[src/rtl/txhex_fifo.sv]
// txhex_fifo: small word FIFO in front of an ASCII-hex line printer.
// Each queued word is emitted as optional "0x", DW/4 hex digits (optionally
// zero-suppressed) and an optional line ending, one byte at a time over a
// stb/busy handshake to an external UART.
module txhex_fifo #(
  parameter int unsigned DW     = 32,
  parameter int unsigned LGFIFO = 2,
  parameter int unsigned PREFIX = 1,
  parameter int unsigned EOL    = 2,
  parameter int unsigned UPPER  = 0,
  parameter int unsigned ZSUPP  = 0
) (
  input  logic              i_clk,
  input  logic              i_reset_n,
  input  logic              i_stb,
  input  logic [DW-1:0]     i_data,
  output logic              o_busy,
  output logic [LGFIFO:0]   o_fill,
  output logic              o_idle,
  output logic              o_tx_stb,
  output logic [7:0]        o_tx_data,
  input  logic              i_tx_busy
);

  localparam int unsigned DEPTH = 2 ** LGFIFO;
  localparam int unsigned ND    = DW / 4;
  localparam int unsigned CW    = (ND > 1) ? $clog2(ND) : 1;
  localparam logic [LGFIFO:0] FULL = (LGFIFO + 1)'(DEPTH);

  typedef enum logic [2:0] {StIdle, StP0, StP1, StDig, StCr, StLf} state_e;

  // Where the FSM goes once a word is popped and once its last digit is accepted.
  localparam state_e FirstSt  = (PREFIX != 0) ? StP0 : StDig;
  localparam state_e AfterDig = (EOL == 2) ? StCr : ((EOL == 1) ? StLf : StIdle);

  state_e            state, next_state;
  logic [DW-1:0]     mem [DEPTH];
  logic [LGFIFO-1:0] wr_ptr, rd_ptr;
  logic [LGFIFO:0]   fill;
  logic [DW-1:0]     sreg, sreg_next;
  logic [CW-1:0]     dcnt, dcnt_next;
  logic              skipping, skipping_next;
  logic              push, pop, accept, skip_now;
  logic [3:0]        nib;
  logic [7:0]        dig_char;

  assign o_busy = (fill == FULL);
  assign o_fill = fill;
  assign o_idle = (fill == '0) && (state == StIdle);

  // A push while full is dropped even if a pop frees a slot in the same cycle.
  assign push = i_stb && !o_busy;
  assign pop  = (state == StIdle) && (fill != '0);

  assign nib = sreg[DW-1 -: 4];

  // Leading zeros are skipped silently, but the final digit is always shown.
  assign skip_now = (state == StDig) && skipping && (nib == 4'h0) && (dcnt != '0);

  assign o_tx_stb = (state != StIdle) && !skip_now;
  assign accept   = o_tx_stb && !i_tx_busy;

  // Word storage; reads are gated by fill so no reset is needed.
  always_ff @(posedge i_clk) begin
    if (push) mem[wr_ptr] <= i_data;
  end

  // FIFO pointers and occupancy.
  always_ff @(posedge i_clk or negedge i_reset_n) begin
    if (!i_reset_n) begin
      wr_ptr <= '0;
      rd_ptr <= '0;
      fill   <= '0;
    end else begin
      if (push) wr_ptr <= wr_ptr + 1'b1;
      if (pop)  rd_ptr <= rd_ptr + 1'b1;
      if (push && !pop)      fill <= fill + 1'b1;
      else if (!push && pop) fill <= fill - 1'b1;
    end
  end

  // Printer state, shift register and digit counter.
  always_ff @(posedge i_clk or negedge i_reset_n) begin
    if (!i_reset_n) begin
      state    <= StIdle;
      sreg     <= '0;
      dcnt     <= '0;
      skipping <= 1'b0;
    end else begin
      state    <= next_state;
      sreg     <= sreg_next;
      dcnt     <= dcnt_next;
      skipping <= skipping_next;
    end
  end

  // ASCII for the top nibble of the shift register.
  always_comb begin
    if (nib < 4'd10)       dig_char = 8'h30 + {4'h0, nib};
    else if (UPPER != 0)   dig_char = 8'h37 + {4'h0, nib};  // 'A' - 10
    else                   dig_char = 8'h57 + {4'h0, nib};  // 'a' - 10
  end

  // Current output byte; held stable by the state until accepted.
  always_comb begin
    o_tx_data = 8'h00;
    if (o_tx_stb) begin
      unique case (state)
        StP0:    o_tx_data = 8'h30;
        StP1:    o_tx_data = 8'h78;
        StDig:   o_tx_data = dig_char;
        StCr:    o_tx_data = 8'h0d;
        StLf:    o_tx_data = 8'h0a;
        default: o_tx_data = 8'h00;
      endcase
    end
  end

  // Next-state logic: advance only on accept, or one nibble per cycle while skipping.
  always_comb begin
    next_state    = state;
    sreg_next     = sreg;
    dcnt_next     = dcnt;
    skipping_next = skipping;
    unique case (state)
      StIdle: begin
        if (pop) begin
          sreg_next     = mem[rd_ptr];
          dcnt_next     = CW'(ND - 1);
          skipping_next = (ZSUPP != 0);
          next_state    = FirstSt;
        end
      end
      StP0: if (accept) next_state = StP1;
      StP1: if (accept) next_state = StDig;
      StDig: begin
        if (skip_now) begin
          sreg_next = sreg << 4;
          dcnt_next = dcnt - 1'b1;
        end else if (accept) begin
          skipping_next = 1'b0;
          if (dcnt == '0) begin
            next_state = AfterDig;
          end else begin
            sreg_next = sreg << 4;
            dcnt_next = dcnt - 1'b1;
          end
        end
      end
      StCr: if (accept) next_state = StLf;
      StLf: if (accept) next_state = StIdle;
      default: next_state = StIdle;
    endcase
  end

endmodule

[config.mk]
export PLATFORM = sky130hd
export DESIGN_NAME = txhex_fifo
export DESIGN_NICKNAME = d
export VERILOG_FILES = /design/src/rtl/txhex_fifo.sv
export SDC_FILE = /design/constraint.sdc
export NUM_CORES = 1
export LEC_CHECK = 0
export CAP_MARGIN = 20
export CORE_AREA = 4 4 158 160
export CTS_CLUSTER_DIAMETER = 30
export DETAILED_ROUTE_END_ITERATION = 10
export DIE_AREA = 0 0 162 164
export GPL_TIMING_DRIVEN = 0
export MAX_ROUTING_LAYER = met4
export PLACE_DENSITY_LB_ADDON = 0.2
export SYNTH_ARGS = -nofsm -noshare
export SYNTH_HDL_FRONTEND = slang
export SYNTH_SLANG_ARGS = --single-unit
[constraint.sdc]
create_clock -name i_clk -period 2.7 [get_ports i_clk]
set_clock_uncertainty 0.05 [all_clocks]
set_input_delay 0.675 -clock i_clk [delete_from_list [all_inputs] [get_ports i_clk]]
set_output_delay 0.675 -clock i_clk [all_outputs]
set_load 0.1 [all_outputs]
* Word level (Yosys, flattened, before mapping)
Memories as Yosys holds them, arrays and structs flattened.
Cells that the tools add are included.
W data, S select, Z words.
** Storage, ports and cells
- Register bits :: 46
- Bits in writable memories :: 128
- Bits of input ports :: 36
- Output and inout bits :: 14
- Word-level logic and storage cells :: 89
- Memories :: 1
** Memories
- mem :: words 4, bits a word 32, rd ports 1, clocked after memory_dff 0, write ports 1, line 37 : logic [DW-1:0] mem [DEPTH];
** Operators by class
- Add/subtract/negate cells :: 7
- Magnitude comparators :: 1
- Eq/ne operators :: 16
- Multiplexer cells :: 30
- Reductions and logical operators :: 27
** Operator list (count)
- $mux W32 :: 4
- $pmux W32 S2 :: 1
- $mux W3 :: 14
- $pmux W8 S5 :: 1
- $pmux W3 S6 :: 1
- $mux W8 :: 2
- $ne A2 B2 Y1 const B :: 7
- $logic_and A1 B1 Y1 :: 10
- $eq A3 B3 Y1 const B :: 3
- $logic_not A3 Y1 :: 3
- $reduce_bool A3 Y1 :: 3
- $add A7 B4 Y8 const A :: 1
- $reduce_and A4 Y1 :: 2
- $reduce_and A8 Y1 :: 1
- $add A6 B4 Y7 const A :: 1
- $eq A3 B2 Y1 const B :: 2
- $ne A3 B3 Y1 const B :: 2
- $pmux W3 S2 :: 1
- $sub A3 B1 Y3 const B :: 2
- $logic_not A1 Y1 :: 5
- $mux W1 :: 5
- $add A2 B1 Y2 const B :: 2
- $logic_not A4 Y1 :: 1
- $lt A4 B4 Y1 const B :: 1
- 5 further kinds :: 6

* Depth between registers and ports, before layout
- Depth in word-level cells :: 10
- Depth in mapped cells :: 12
- Mapped depth without buffers :: 9

* Least setup slack after synthesis
OpenSTA, ideal clock, no wires.
- Path kind :: register -> output
- From :: register state[1]
- To :: output port o_tx_data[4]
- Arrival time :: 4.353 ns
- Required time :: 1.975 ns
- Setup slack :: -2.378 ns
- Cell stages (with the launch flop) :: 6
- Path buffers :: 1
- Path through :: dfrtp_1 buf_6 inv_1 ha_1 a211oi_1 o41a_1
** On the way
- Longest elaborated chain between the ends :: 7
- Elaborated cells on any way between the ends :: 13
- Classes of those cells :: 5 x eq/ne; 2 x mux; 6 x reduce/logical
** RTL lines
- start: declaration :: line 36 : state_e state, next_state;
- start signal: assignment :: line 85 : state <= StIdle;
- start signal: assignment :: line 90 : state <= next_state;
- $eq A3 B2 Y1 :: line 58, 108
- $logic_and A1 B1 Y1 (3 in series) :: line 58 : assign skip_now = (state == StDig) && skipping && (nib == 4'h0) && (dcnt != '0);
- $logic_not A1 Y1 :: line 60 : assign o_tx_stb = (state != StIdle) && !skip_now;
- $logic_and A1 B1 Y1 :: line 60
- $mux W8 (*) :: line 107 : if (o_tx_stb) begin
- end: declaration :: line 21 : output logic [7:0] o_tx_data,
Every way passes the cells marked *; elsewhere a longest branch is shown, timed or not.

* Worst setup path after layout
- From :: register sreg[28]
- To :: output port o_tx_data[2]
** On the way
- Longest elaborated chain between the ends :: 6
- Elaborated cells on any way between the ends :: 11
- Classes of those cells :: 2 x add/sub; 1 x order compare; 3 x mux; 5 x reduce/logical
** RTL lines
- start: declaration :: line 40 : logic [DW-1:0] sreg, sreg_next;
- start signal: assignment :: line 91 : sreg <= sreg_next;
- parallel branches: the longest is 5 deep, another holds $add A7 B4 Y8
- $mux W8 (*) :: line 107
Every way passes the cells marked *.

==> impl_metrics.toml <==
[clock_tree]
hold_buffers = 0
root_buffer = "clkbuf_16"
cts_buffers = 17
cts-htree-levels = 4
clkTransAtPathRegs_ns = 0.07
clockBufferDepth = 2
cts_tree = "built"
clock_sinks = 173
clk_latency_ns = 0.42

[critical_path]
end_kind = "output port"
critical_path_buf_inv_count = 2
reg2reg_to = "o_fill[1]"
arrival_ns = 1.95
worstPathCellList = "inv_2, ha_4, nand2_2, or3_1, a21o_1, a21oi_2, buf_8"
slowest_stage = "dfrtp_1"
cp_max_fo = 2
ff2ff_setup_slack_ns = 0.12
required_ns = 1.98
start_kind = "register"
r2r-start = "state[0]"
path_delay_family = "flip-flops"
max_stage_delay_ns = 0.39
worst_r2r_path_depth = 9
path_class = "reg -> out"

[grt]
grt_pass1_vias = 3916
overflow = 0
grt_max_degree = 33
grt_first_pass_wirelength_um = 22200
grtUsageTotal_pct = 11.6
antenna_found_initial = 1

[routing]
drtPass1Iterations = 5
dr_total_vias = 3714
drt_iter0_markers = 235
drcViolationCount = 0
routedWlPerCell_um = 17.4
viasPerCell = 4.53
wl_um = 14300
antenna_left = 0

[worst_hold_path]
worst_hold_path_type = "in -> async"

[sta]
rsz0062_at_grt = "yes"
worst_pin_slew_ns = 1.01
setup_violations = 0
period_share_pct = 99.2
max-slew-margin-rel_pct = 32.8
slew_viol_final = 0
period_needed_ns = 2.68
max_freq_mhz = 373
hold_violations = 0

[synth]
synth.distinct_cells = 45
syn_inst = 405
yosys_most_used_dff = "edfxtp_1"
seq_area_frac_synth_pct = 71.0
async_flop_share_pct = 26.0
synth_warnings = 0
synth.cell_area_um2 = 7000
synth_edf_count = 128
syn_nets = 451
synth_seq_cells = 173
synth.avg_cell_area_um2 = 17.3

[floorplanning]
dieHeight_um = 164
fp.dieW_um = 162
io_pins = 50
core_um2 = 23400
start_util_pct = 29.9
die_area_um2 = 26600
rows = 56

[placement]
routabilityCongestion = 0.803
detailed_place_hpwl_um = 8860
dpl_cell_area_um2 = 7970
port_buffers = 48
place_inst = 773

[finish]
syn2layout_area_growth_pct = 25.5
layout.nets = 532
final_cells = 819
drive_gt1_share_pct = 31.7
final_util_pct = 37.6
final_cell_mix = "128 x edfxtp_1, 53 x nor2_1, 41 x dfrtp_1, 34 x clkdlybuf4s50_1, 32 x mux4_2"
postLayoutCellArea_um2 = 8790
final_common_cell = "edfxtp_1"

[flow_run]
max-cap-violations = 0

[pwr]
p_leak_nw = 3.05
power.density_nw_per_um2 = 1180
peakVddDrop_v = 0.000811

[outcome]
status = "completed"
[worst max-delay path by stage]
stage / startpoint / endpoint / slack, ns / cells past startpoint
2_1_floorplan: state[1] / o_tx_data[4] / -0.58 / 5
3_3_place_gp: i_reset_n / o_fill[1] / -0.80 / 1
3_5_place_dp: state[1] / o_tx_data[4] / -0.64 / 6
4_1_cts: sreg[29] / o_tx_data[2] / -0.04 / 7
5_1_grt: sreg[29] / o_tx_data[0] / -0.13 / 6
6_report: sreg[28] / o_tx_data[2] / 0.02 / 7
[logic make-up after synthesis]
family                     after synthesis  share of synthesized area, %
muxes                                   33                          10.5
other                                    1                        0.0535
buffers and inverters                   31                          2.48
adders and majority gates               10                          1.89
DFF                                    173                          71.0
xor gates and xnor gates                 7                         0.875
AOI/OAI and AO/OA                       57                          6.72
and+or+nand+nor                         93                          6.56
[stage by stage]
step                setup WS (ns)  power, W  TNS, ns  hold WS, ns
detailed placement         -0.644   0.00763   -16.09        0.448
CTS                       -0.0355    0.0104  -0.0355        0.141
floorplan                  -0.576   0.00664    -2.02        0.329
global placement           -0.802   0.00755   -37.59        0.442
finish                     0.0214    0.0104        0        0.145
global route               -0.129    0.0109   -0.277        0.164
[Yosys cell counts, drive strengths merged, types with 2 or more instances]
| library cell | n | area, µm² |
|---|---|---|
| o22ai | 28 | 244 |
| nor3 | 3 | 20.0 |
| dfrtp | 45 | 1130 |
| a211oi | 3 | 22.5 |
| nor3b | 2 | 15.0 |
| xnor2 | 5 | 43.8 |
| nor2 | 65 | 279 |
| and2 | 4 | 25.0 |
| a22o | 5 | 43.8 |
| clkbuf | 6 | 22.5 |
| o21ai | 4 | 20.0 |
| inv | 10 | 37.5 |
| mux4 | 32 | 721 |
| xor2 | 2 | 17.5 |
| or3 | 4 | 25.0 |
| edfxtp | 128 | 3840 |
| a21oi | 6 | 30.0 |
| buf | 15 | 114 |
| nor2b | 5 | 31.3 |
| a22oi | 2 | 15.0 |
| nand2 | 6 | 22.5 |
| ha | 9 | 113 |
[final cells by class]
type	instances	area [µm²]
diodes	1	2.50
plain buffers	21	143
clock buffers	17	425
clock inverters	15	230
fillers	2235	14600
inverters	10	41.3
multi-input cells	201	1960
flip-flops and latches	173	4980
well taps	319	399
repair buffers	62	607
[report_power, final]
group          switching [W]  internal (W)
Combinational        0.00230       0.00145
Sequential          0.000304       0.00360
Clock                0.00105       0.00166
[flip-flops by register name (all words and copies together) (netlist names)]
signal,count
wr_ptr,2
dcnt,3
state,3
mem,128
sreg,32
o_fill,3
rd_ptr,2
[metal layers]
metal | vias up | track usage (%) | part of all wire (%)
li1 | 1714 | - | -
met1 | 1903 | 14.9 | 46
met2 | 80 | 18.0 | 49
met3 | 17 | 3.29 | 3.5
met4 | 0 | 3.58 | 1.4
met5 | - | - | 0
[repair_timing]
item | in CTS | in global routing
endpoints found under the hold margin | 0 | 0
pin swaps | 2 | 2
resized for setup | 73 | 7
endpoints found under the setup margin | 14 | 8
setup buffers | 3 | 10
gates cloned | 0 | 0
No activity file was read; power rests on OpenSTA's default activity.
